[config.mk]
export PLATFORM = sky130hd
export DESIGN_NAME = picorv32_wb_master_flat
export DESIGN_NICKNAME = d
export VERILOG_FILES = /design/src/rtl/picorv32_wb_master_if.sv /design/src/rtl/picorv32_wb_master.sv /design/src/flat_wrapper.sv
export SDC_FILE = /design/constraint.sdc
export NUM_CORES = 1
export LEC_CHECK = 0
export ABC_CLOCK_PERIOD_IN_PS = 6250
export BUFFER_PORTS_ARGS = -buffer_cell sky130_fd_sc_hd__buf_2
export CAP_MARGIN = 15
export CORE_MARGIN = 5
export CORE_UTILIZATION = 45
export DETAILED_ROUTE_END_ITERATION = 16
export MAX_ROUTING_LAYER = met4
export PLACE_DENSITY = 0.83
export REMOVE_ABC_BUFFERS = 1
export SLEW_MARGIN = 20
export SYNTH_ARGS = -nofsm -noshare
export SYNTH_HDL_FRONTEND = slang
export SYNTH_SLANG_ARGS = --single-unit
[constraint.sdc]
create_clock -name i_clk -period 6.25 [get_ports i_clk]
set_clock_uncertainty 0.15 [all_clocks]
set_input_delay 1.875 -clock i_clk [delete_from_list [all_inputs] [get_ports i_clk]]
set_output_delay 1.875 -clock i_clk [all_outputs]
set_load 0.02 [all_outputs]
[src/rtl/picorv32_wb_master_if.sv]
// Wishbone B4 classic bus bundle between the picorv32 bridge (master) and
// the peripheral interconnect (slave).
interface picorv32_wb_master_if;
  logic [31:0] wb_adr_o;
  logic [31:0] wb_dat_o;
  logic [31:0] wb_dat_i;
  logic [3:0]  wb_sel_o;
  logic        wb_we_o;
  logic        wb_cyc_o;
  logic        wb_stb_o;
  logic [2:0]  wb_cti_o;
  logic [1:0]  wb_bte_o;
  logic        wb_ack_i;
  logic        wb_err_i;
  logic        wb_rty_i;

  modport master (
    output wb_adr_o, wb_dat_o, wb_sel_o, wb_we_o, wb_cyc_o, wb_stb_o,
           wb_cti_o, wb_bte_o,
    input  wb_dat_i, wb_ack_i, wb_err_i, wb_rty_i
  );

  modport slave (
    input  wb_adr_o, wb_dat_o, wb_sel_o, wb_we_o, wb_cyc_o, wb_stb_o,
           wb_cti_o, wb_bte_o,
    output wb_dat_i, wb_ack_i, wb_err_i, wb_rty_i
  );
endinterface

[src/rtl/picorv32_wb_master.sv]
// picorv32 native memory port to Wishbone classic initiator: one bus cycle per
// CPU access, with retry backoff, slave timeout and a sticky error record.
module picorv32_wb_master #(
  parameter int          TIMEOUT   = 255,
  parameter int          MAX_RETRY = 3,
  parameter logic [31:0] ERR_DATA  = 32'hDEAD_BEEF
) (
  input  logic        i_clk,
  input  logic        i_reset_n,
  input  logic        mem_valid,
  input  logic        mem_instr,
  input  logic [31:0] mem_addr,
  input  logic [31:0] mem_wdata,
  input  logic [3:0]  mem_wstrb,
  output logic        mem_ready,
  output logic [31:0] mem_rdata,
  picorv32_wb_master_if.master wb,
  input  logic        bus_err_clr_i,
  output logic        bus_err_o,
  output logic [31:0] err_addr_o
);

  typedef enum logic [1:0] {IDLE, BUS, BACKOFF, DONE} state_t;

  state_t      state_q, state_d;
  logic [31:0] adr_q, adr_d;
  logic [31:0] dat_q, dat_d;
  logic [3:0]  sel_q, sel_d;
  logic        we_q, we_d;
  logic [3:0]  retry_q, retry_d;
  logic [15:0] tmo_q, tmo_d;
  logic [31:0] rdata_q, rdata_d;
  logic        bus_err_q, bus_err_d;
  logic [31:0] err_addr_q, err_addr_d;
  logic        fail;

  // The instruction-fetch flag carries no meaning on this bus.
  logic unused_instr;
  assign unused_instr = mem_instr;

  always_ff @(posedge i_clk) begin
    if (!i_reset_n) begin
      state_q    <= IDLE;
      adr_q      <= '0;
      dat_q      <= '0;
      sel_q      <= '0;
      we_q       <= 1'b0;
      retry_q    <= '0;
      tmo_q      <= '0;
      rdata_q    <= '0;
      bus_err_q  <= 1'b0;
      err_addr_q <= '0;
    end else begin
      state_q    <= state_d;
      adr_q      <= adr_d;
      dat_q      <= dat_d;
      sel_q      <= sel_d;
      we_q       <= we_d;
      retry_q    <= retry_d;
      tmo_q      <= tmo_d;
      rdata_q    <= rdata_d;
      bus_err_q  <= bus_err_d;
      err_addr_q <= err_addr_d;
    end
  end

  always_comb begin
    state_d    = state_q;
    adr_d      = adr_q;
    dat_d      = dat_q;
    sel_d      = sel_q;
    we_d       = we_q;
    retry_d    = retry_q;
    tmo_d      = tmo_q;
    rdata_d    = rdata_q;
    err_addr_d = err_addr_q;
    fail       = 1'b0;

    case (state_q)
      IDLE: begin
        if (mem_valid && !mem_ready) begin
          adr_d   = mem_addr;
          dat_d   = mem_wdata;
          we_d    = |mem_wstrb;
          sel_d   = (|mem_wstrb) ? mem_wstrb : 4'b1111;
          retry_d = '0;
          tmo_d   = '0;
          state_d = BUS;
        end
      end
      BUS: begin
        // Response priority is err > ack > rty; timeout only when silent.
        if (wb.wb_err_i) begin
          fail = 1'b1;
        end else if (wb.wb_ack_i) begin
          rdata_d = we_q ? 32'h0 : wb.wb_dat_i;
          state_d = DONE;
        end else if (wb.wb_rty_i) begin
          if (retry_q >= 4'(MAX_RETRY)) begin
            fail = 1'b1;
          end else begin
            retry_d = retry_q + 4'd1;
            state_d = BACKOFF;
          end
        end else if (tmo_q == 16'(TIMEOUT - 1)) begin
          fail = 1'b1;
        end else begin
          tmo_d = tmo_q + 16'd1;
        end

        if (fail) begin
          rdata_d    = ERR_DATA;
          err_addr_d = adr_q;
          state_d    = DONE;
        end
      end
      BACKOFF: begin
        tmo_d   = '0;
        state_d = BUS;
      end
      DONE: begin
        state_d = IDLE;
      end
      default: state_d = IDLE;
    endcase

    // A new failure outranks a simultaneous clear request.
    bus_err_d = fail | (bus_err_q & ~bus_err_clr_i);
  end

  assign mem_ready   = (state_q == DONE);
  assign mem_rdata   = rdata_q;
  assign bus_err_o   = bus_err_q;
  assign err_addr_o  = err_addr_q;

  assign wb.wb_adr_o = adr_q;
  assign wb.wb_dat_o = dat_q;
  assign wb.wb_sel_o = sel_q;
  assign wb.wb_we_o  = we_q;
  assign wb.wb_cyc_o = (state_q == BUS);
  assign wb.wb_stb_o = (state_q == BUS);
  assign wb.wb_cti_o = 3'b000;
  assign wb.wb_bte_o = 2'b00;

endmodule

[src/flat_wrapper.sv]
// flat-port wrapper written by rule: the top's interface ports become plain ports
module picorv32_wb_master_flat 
#(
  parameter int          TIMEOUT   = 255,
  parameter int          MAX_RETRY = 3,
  parameter logic [31:0] ERR_DATA  = 32'hDEAD_BEEF
)
  (i_clk, i_reset_n, mem_valid, mem_instr, mem_addr, mem_wdata, mem_wstrb, mem_ready, mem_rdata, bus_err_clr_i, bus_err_o, err_addr_o, wb_wb_adr_o, wb_wb_dat_o, wb_wb_sel_o, wb_wb_we_o, wb_wb_cyc_o, wb_wb_stb_o, wb_wb_cti_o, wb_wb_bte_o, wb_wb_dat_i, wb_wb_ack_i, wb_wb_err_i, wb_wb_rty_i);
  picorv32_wb_master_if wb_i ();
  input  logic i_clk;
  input  logic i_reset_n;
  input  logic mem_valid;
  input  logic mem_instr;
  input  logic [31:0] mem_addr;
  input  logic [31:0] mem_wdata;
  input  logic [3:0] mem_wstrb;
  output logic mem_ready;
  output logic [31:0] mem_rdata;
  input  logic bus_err_clr_i;
  output logic bus_err_o;
  output logic [31:0] err_addr_o;
  output wire logic [$bits(wb_i.wb_adr_o)-1:0] wb_wb_adr_o;
  output wire logic [$bits(wb_i.wb_dat_o)-1:0] wb_wb_dat_o;
  output wire logic [$bits(wb_i.wb_sel_o)-1:0] wb_wb_sel_o;
  output wire logic [$bits(wb_i.wb_we_o)-1:0] wb_wb_we_o;
  output wire logic [$bits(wb_i.wb_cyc_o)-1:0] wb_wb_cyc_o;
  output wire logic [$bits(wb_i.wb_stb_o)-1:0] wb_wb_stb_o;
  output wire logic [$bits(wb_i.wb_cti_o)-1:0] wb_wb_cti_o;
  output wire logic [$bits(wb_i.wb_bte_o)-1:0] wb_wb_bte_o;
  input wire logic [$bits(wb_i.wb_dat_i)-1:0] wb_wb_dat_i;
  input wire logic [$bits(wb_i.wb_ack_i)-1:0] wb_wb_ack_i;
  input wire logic [$bits(wb_i.wb_err_i)-1:0] wb_wb_err_i;
  input wire logic [$bits(wb_i.wb_rty_i)-1:0] wb_wb_rty_i;
  assign wb_wb_adr_o = wb_i.wb_adr_o;
  assign wb_wb_dat_o = wb_i.wb_dat_o;
  assign wb_wb_sel_o = wb_i.wb_sel_o;
  assign wb_wb_we_o = wb_i.wb_we_o;
  assign wb_wb_cyc_o = wb_i.wb_cyc_o;
  assign wb_wb_stb_o = wb_i.wb_stb_o;
  assign wb_wb_cti_o = wb_i.wb_cti_o;
  assign wb_wb_bte_o = wb_i.wb_bte_o;
  assign wb_i.wb_dat_i = wb_wb_dat_i;
  assign wb_i.wb_ack_i = wb_wb_ack_i;
  assign wb_i.wb_err_i = wb_wb_err_i;
  assign wb_i.wb_rty_i = wb_wb_rty_i;
  picorv32_wb_master #(.TIMEOUT(TIMEOUT), .MAX_RETRY(MAX_RETRY), .ERR_DATA(ERR_DATA)) u_core (.i_clk(i_clk), .i_reset_n(i_reset_n), .mem_valid(mem_valid), .mem_instr(mem_instr), .mem_addr(mem_addr), .mem_wdata(mem_wdata), .mem_wstrb(mem_wstrb), .mem_ready(mem_ready), .mem_rdata(mem_rdata), .wb(wb_i), .bus_err_clr_i(bus_err_clr_i), .bus_err_o(bus_err_o), .err_addr_o(err_addr_o));
endmodule
==> tab_implementation.tex <==
\begin{tabular}{lr}
\hline
Metric & Value \\
\hline
\multicolumn{2}{l}{\textbf{Setup path}} \\
Crit-path slowest cell & sky130\_fd\_sc\_hd\_\_nor3b\_1 \\
Buffers \& Inverters on Critical Path & 1 \\
Setup Crit Path Kind & input port to flop \\
Signal arrival time at the worst endpoint & just over 4000 ps \\
Required time worst endpoint & 6440 ps \\
Critical path, cell by cell & buf\_2 -> nand3b\_1 -> nor3b\_1 -> a32o\_1 \\
Peak per-stage delay on the critical path & around 1100 ps \\
Worst reg2reg setup slack & 3100 ps \\
Largest fanout of any net on the critical path & 25 \\
Worst Setup End Kind & flop \\
Type of origin of the critical path & input port \\
Cell family with most CP delay & simple AND/OR/NAND/NOR gates \\
\multicolumn{2}{l}{\textbf{Clock tree}} \\
Clock net sink count & 156 \\
Maximum buffer depth of the clock tree & 2 \\
Postcts setup bufs & 0 \\
Worst-skew pair later-pin latency & 410 ps \\
H-tree depth reported by CTS & 4 \\
Clock-pin slew on the worst setup and hold paths & roughly 70 ps \\
Clock tree from TritonCTS & done \\
Library cell used as clock root buffer & sky130\_fd\_sc\_hd\_\_clkbuf\_16 \\
TritonCTS Buffers & 17 \\
Post-cts hold buffer count & 0 \\
Number of cells upsized or downsized after cts & 0 \\
\multicolumn{2}{l}{\textbf{Synthesis}} \\
Most numerous cell in the Yosys netlist & sky130\_fd\_sc\_hd\_\_dfxtp\_1 \\
Part of the Yosys area used for sequential elements & 0.505 \\
Post-synth top flop & sky130\_fd\_sc\_hd\_\_dfxtp\_1 \\
Number of flops mapped to enable cells by yosys & 0 \\
Synthesized area divided by synthesized cell count & about 9.5 um\^{}2 \\
Most used standard cells in the synthesized netlist & sky130\_fd\_sc\_hd\_\_dfxtp\_1 (156), sky130\_fd\_sc\_hd\_\_nand2\_1 (143), sky130\_fd\_sc\_hd\_\_a21boi\_0 (67) \\
Synthesized flop and latch total & 156 \\
Post-Synthesis Cells & 648 \\
Largest area contributor in the netlist & sky130\_fd\_sc\_hd\_\_dfxtp\_1 \\
Fraction of registers with async set/reset & 0 \\
Number of different library cells in the post-synthesis netlist & 47 \\
Biggest area contributors in the synthesized netlist & sky130\_fd\_sc\_hd\_\_dfxtp\_1 (51\%), sky130\_fd\_sc\_hd\_\_nand2\_1 (8.7\%), sky130\_fd\_sc\_hd\_\_a21boi\_0 (8.1\%) \\
Yosys Warn Count & 0 \\
Top cell type's share of synthesized area & 0.505 \\
Netlist area before placement & between 6000 and 7000 um\^{}2 \\
\multicolumn{2}{l}{\textbf{Power and ir drop}} \\
Switching power summed over all nets & approximately 0.65 mW \\
Worst IR drop on VDD & $\sim$0.21 mV \\
Switching fraction of total power & 0.271 \\
Clock Power Share & 0.409 \\
Comb power frac & 0.140 \\
Sequential share of power & 0.451 \\
Overall power of the completed layout & between 2 and 2.5 mW \\
Power Dens Cells & 298 nW/um\^{}2 \\
Leakage power of the design & 3.78 nW \\
Cell internal pwr & approximately 1.7 mW \\
\multicolumn{2}{l}{\textbf{STA}} \\
Tightest Pin Transition & about 1100 ps \\
Count of final max-slew check failures & 0 \\
Max Clock Freq & roughly 260 MHz \\
Setup WS post-layout & $\sim$2300 ps \\
Number of hold-slack violations in the final timing report & 0 \\
Period minus WS final & 3910 ps \\
Final period util & 0.626 \\
Total negative setup slack & 0 ps \\
Normalized max-slew margin & 0.277 \\
Final setup violating endpoints & 0 \\
Setup repair after global routing missed its margin & false \\
\multicolumn{2}{l}{\textbf{Global route}} \\
Global-route wire length before repair & between 20000 and 30000 um \\
Number of global-route vias before repair & just over 5000 \\
Antenna violations before repair & 0 \\
Total GRT Usage & 0.204 \\
Overflow after GRT & 0 \\
Largest net degree at the start of global routing & 97 \\
\multicolumn{2}{l}{\textbf{Cells and area}} \\
Area Overhead vs Synth & 30.1\% \\
Final Core Density & 0.602 \\
Number of antenna diodes & 0 \\
Fraction of final layout cells sized beyond drive strength 1 & 0.337 \\
Non-filler instance count after layout & $\sim$1100 \\
Total number of nets in the final design & just under 1000 \\
\multicolumn{2}{l}{\textbf{Die}} \\
Core area & about 13000 um\^{}2 \\
Die Y & between 100 and 150 um \\
Floorplan row count & 42 \\
Initial Util & 0.463 \\
Die boundary width & $\sim$130 um \\
Die area & 16200 um\^{}2 \\
Number of ports placed on the die boundary & between 200 and 300 \\
\multicolumn{2}{l}{\textbf{Run status}} \\
Run status & completed \\
\multicolumn{2}{l}{\textbf{Detailed routing}} \\
Detail Route Antenna Nets & 0 \\
Per-cell routed wire length & roughly 15 um \\
Via-to-Cell Ratio & 5.04 \\
Wirelength, routed & 16300 um \\
First drt pass iteration count & 4 \\
Overall via count from detail\_route & between 5000 and 6000 \\
Starting DRT DRC Count & 314 \\
Remaining design rule violation count & 0 \\
\multicolumn{2}{l}{\textbf{Place}} \\
Port Buffers & 243 \\
Number of cells after detailed placement & 1027 \\
Setup WS pre-CTS & 1990 ps \\
Placer congestion estimate & about 0.83 \\
Post-DP HPWL & 11600 um \\
\multicolumn{2}{l}{\textbf{Flow run}} \\
Maximum capacitance violations & 0 \\
\multicolumn{2}{l}{\textbf{Hold path}} \\
Worst hold path class & flop to flop \\
\hline
\end{tabular}
==> per-stage QoR <==
stage / hold WS, ps / cell area [um^2]
floorplan: 284 / 5970
global placement: 299 / 7470
detailed placement: 306 / 7470
CTS: 315 / 8040
global route: 329 / 8040
finish: 312 / 8040
==> power groups by stage <==
stage	registers (mW)	logic [mW]	clock network [mW]
2_1_floorplan	1.17	0.128	0
3_3_place_gp	1.10	0.332	0
3_5_place_dp	1.10	0.338	0
4_1_cts	1.08	0.339	1.00
5_1_grt	1.09	0.363	1.06
6_report	1.08	0.335	0.980
==> sequential cells by signal (all words and copies together), names as in the netlist <==
signal and count:
u_core.err_addr_o 32, u_core.mem_rdata 32, u_core.wb.wb_adr_o 32, u_core.wb.wb_dat_o 32, u_core.tmo_q 16, u_core.retry_q 4, u_core.wb.wb_sel_o 4, u_core.state_q 2
u_core.bus_err_o 1, u_core.wb.wb_we_o 1
==> cell type report <==
| type | instances | area (um^2) |
|---|---|---|
| multi-input cells | 442 | 2850 |
| clock buffers | 19 | 453 |
| well taps | 176 | 220 |
| flip-flops and latches | 156 | 3120 |
| fillers | 1170 | 5310 |
| inverters | 4 | 15.0 |
| repair buffers | 249 | 1260 |
| clock inverters | 13 | 118 |
==> path summary, 6_finish.rpt <==
kind | from | endpoint | cells after the start
min reg2reg | u_core.wb.wb_dat_o[3] | u_core.wb.wb_dat_o[3] | 2
max | wb_wb_err_i | u_core.mem_rdata[24] | 4
max reg2reg | u_core.state_q[1] | u_core.mem_rdata[24] | 5
min | u_core.wb.wb_dat_o[3] | u_core.wb.wb_dat_o[3] | 2
==> logic make-up (layout without fill, tap and decap cells) <==
kind of cell,Yosys count,count (layout),share of synthesized area
other,1,5,0.000607
flip-flops,156,156,0.505
multiplexers,34,34,0.0551
AO/OA/AOI/OAI,125,125,0.174
XOR/XNOR,9,9,0.0128
adder cells (fa/ha/maj),3,3,0.00607
buffers and inverters,54,285,0.0385
AND/OR/NAND/NOR,266,266,0.208
==> layout by cell type, fill, tap and decap left out, types with 2 or more instances in the layout <==
cell and instances:
sky130_fd_sc_hd__a21boi_0 67, sky130_fd_sc_hd__a21oi_1 4, sky130_fd_sc_hd__a32o_1 8, sky130_fd_sc_hd__and2_1 4
sky130_fd_sc_hd__and3_1 6, sky130_fd_sc_hd__buf_2 242, sky130_fd_sc_hd__buf_4 7, sky130_fd_sc_hd__clkbuf_16 17
sky130_fd_sc_hd__clkbuf_8 2, sky130_fd_sc_hd__clkinv_2 4, sky130_fd_sc_hd__clkinv_4 5, sky130_fd_sc_hd__clkinvlp_4 2
sky130_fd_sc_hd__conb_1 5, sky130_fd_sc_hd__dfxtp_1 156, sky130_fd_sc_hd__ha_1 3, sky130_fd_sc_hd__inv_1 3
sky130_fd_sc_hd__mux2i_1 34, sky130_fd_sc_hd__nand2_1 142, sky130_fd_sc_hd__nand2b_1 3, sky130_fd_sc_hd__nand3_1 5
sky130_fd_sc_hd__nand4_1 5, sky130_fd_sc_hd__nor2_1 18, sky130_fd_sc_hd__nor2b_1 57, sky130_fd_sc_hd__nor3_1 8
sky130_fd_sc_hd__nor4_1 3, sky130_fd_sc_hd__o21ai_0 7, sky130_fd_sc_hd__o221a_1 20, sky130_fd_sc_hd__o221a_2 9
sky130_fd_sc_hd__or3_1 4, sky130_fd_sc_hd__xnor2_1 9
==> layer usage <==
| layer | vias up | part of all wire | global-route usage | wire, um |
|---|---|---|---|---|
| met5 | - | 0 | - | 0 |
| met4 | 0 | 0.016 | 0.0631 | 265 |
| met3 | 22 | 0.079 | 0.0693 | 1300 |
| met2 | 175 | 0.49 | 0.334 | 8040 |
| met1 | 2472 | 0.41 | 0.239 | 6700 |
| li1 | 2667 | - | - | - |
==> worst register-to-register path: stages (launching register included) <==
cell and delay, ps:
sky130_fd_sc_hd__dfxtp_1 430, sky130_fd_sc_hd__nand2b_1 260, sky130_fd_sc_hd__inv_2 190, sky130_fd_sc_hd__nand3b_1 770
sky130_fd_sc_hd__nor3b_1 1070, sky130_fd_sc_hd__a32o_1 220
Power figures use the tool's default switching activity.
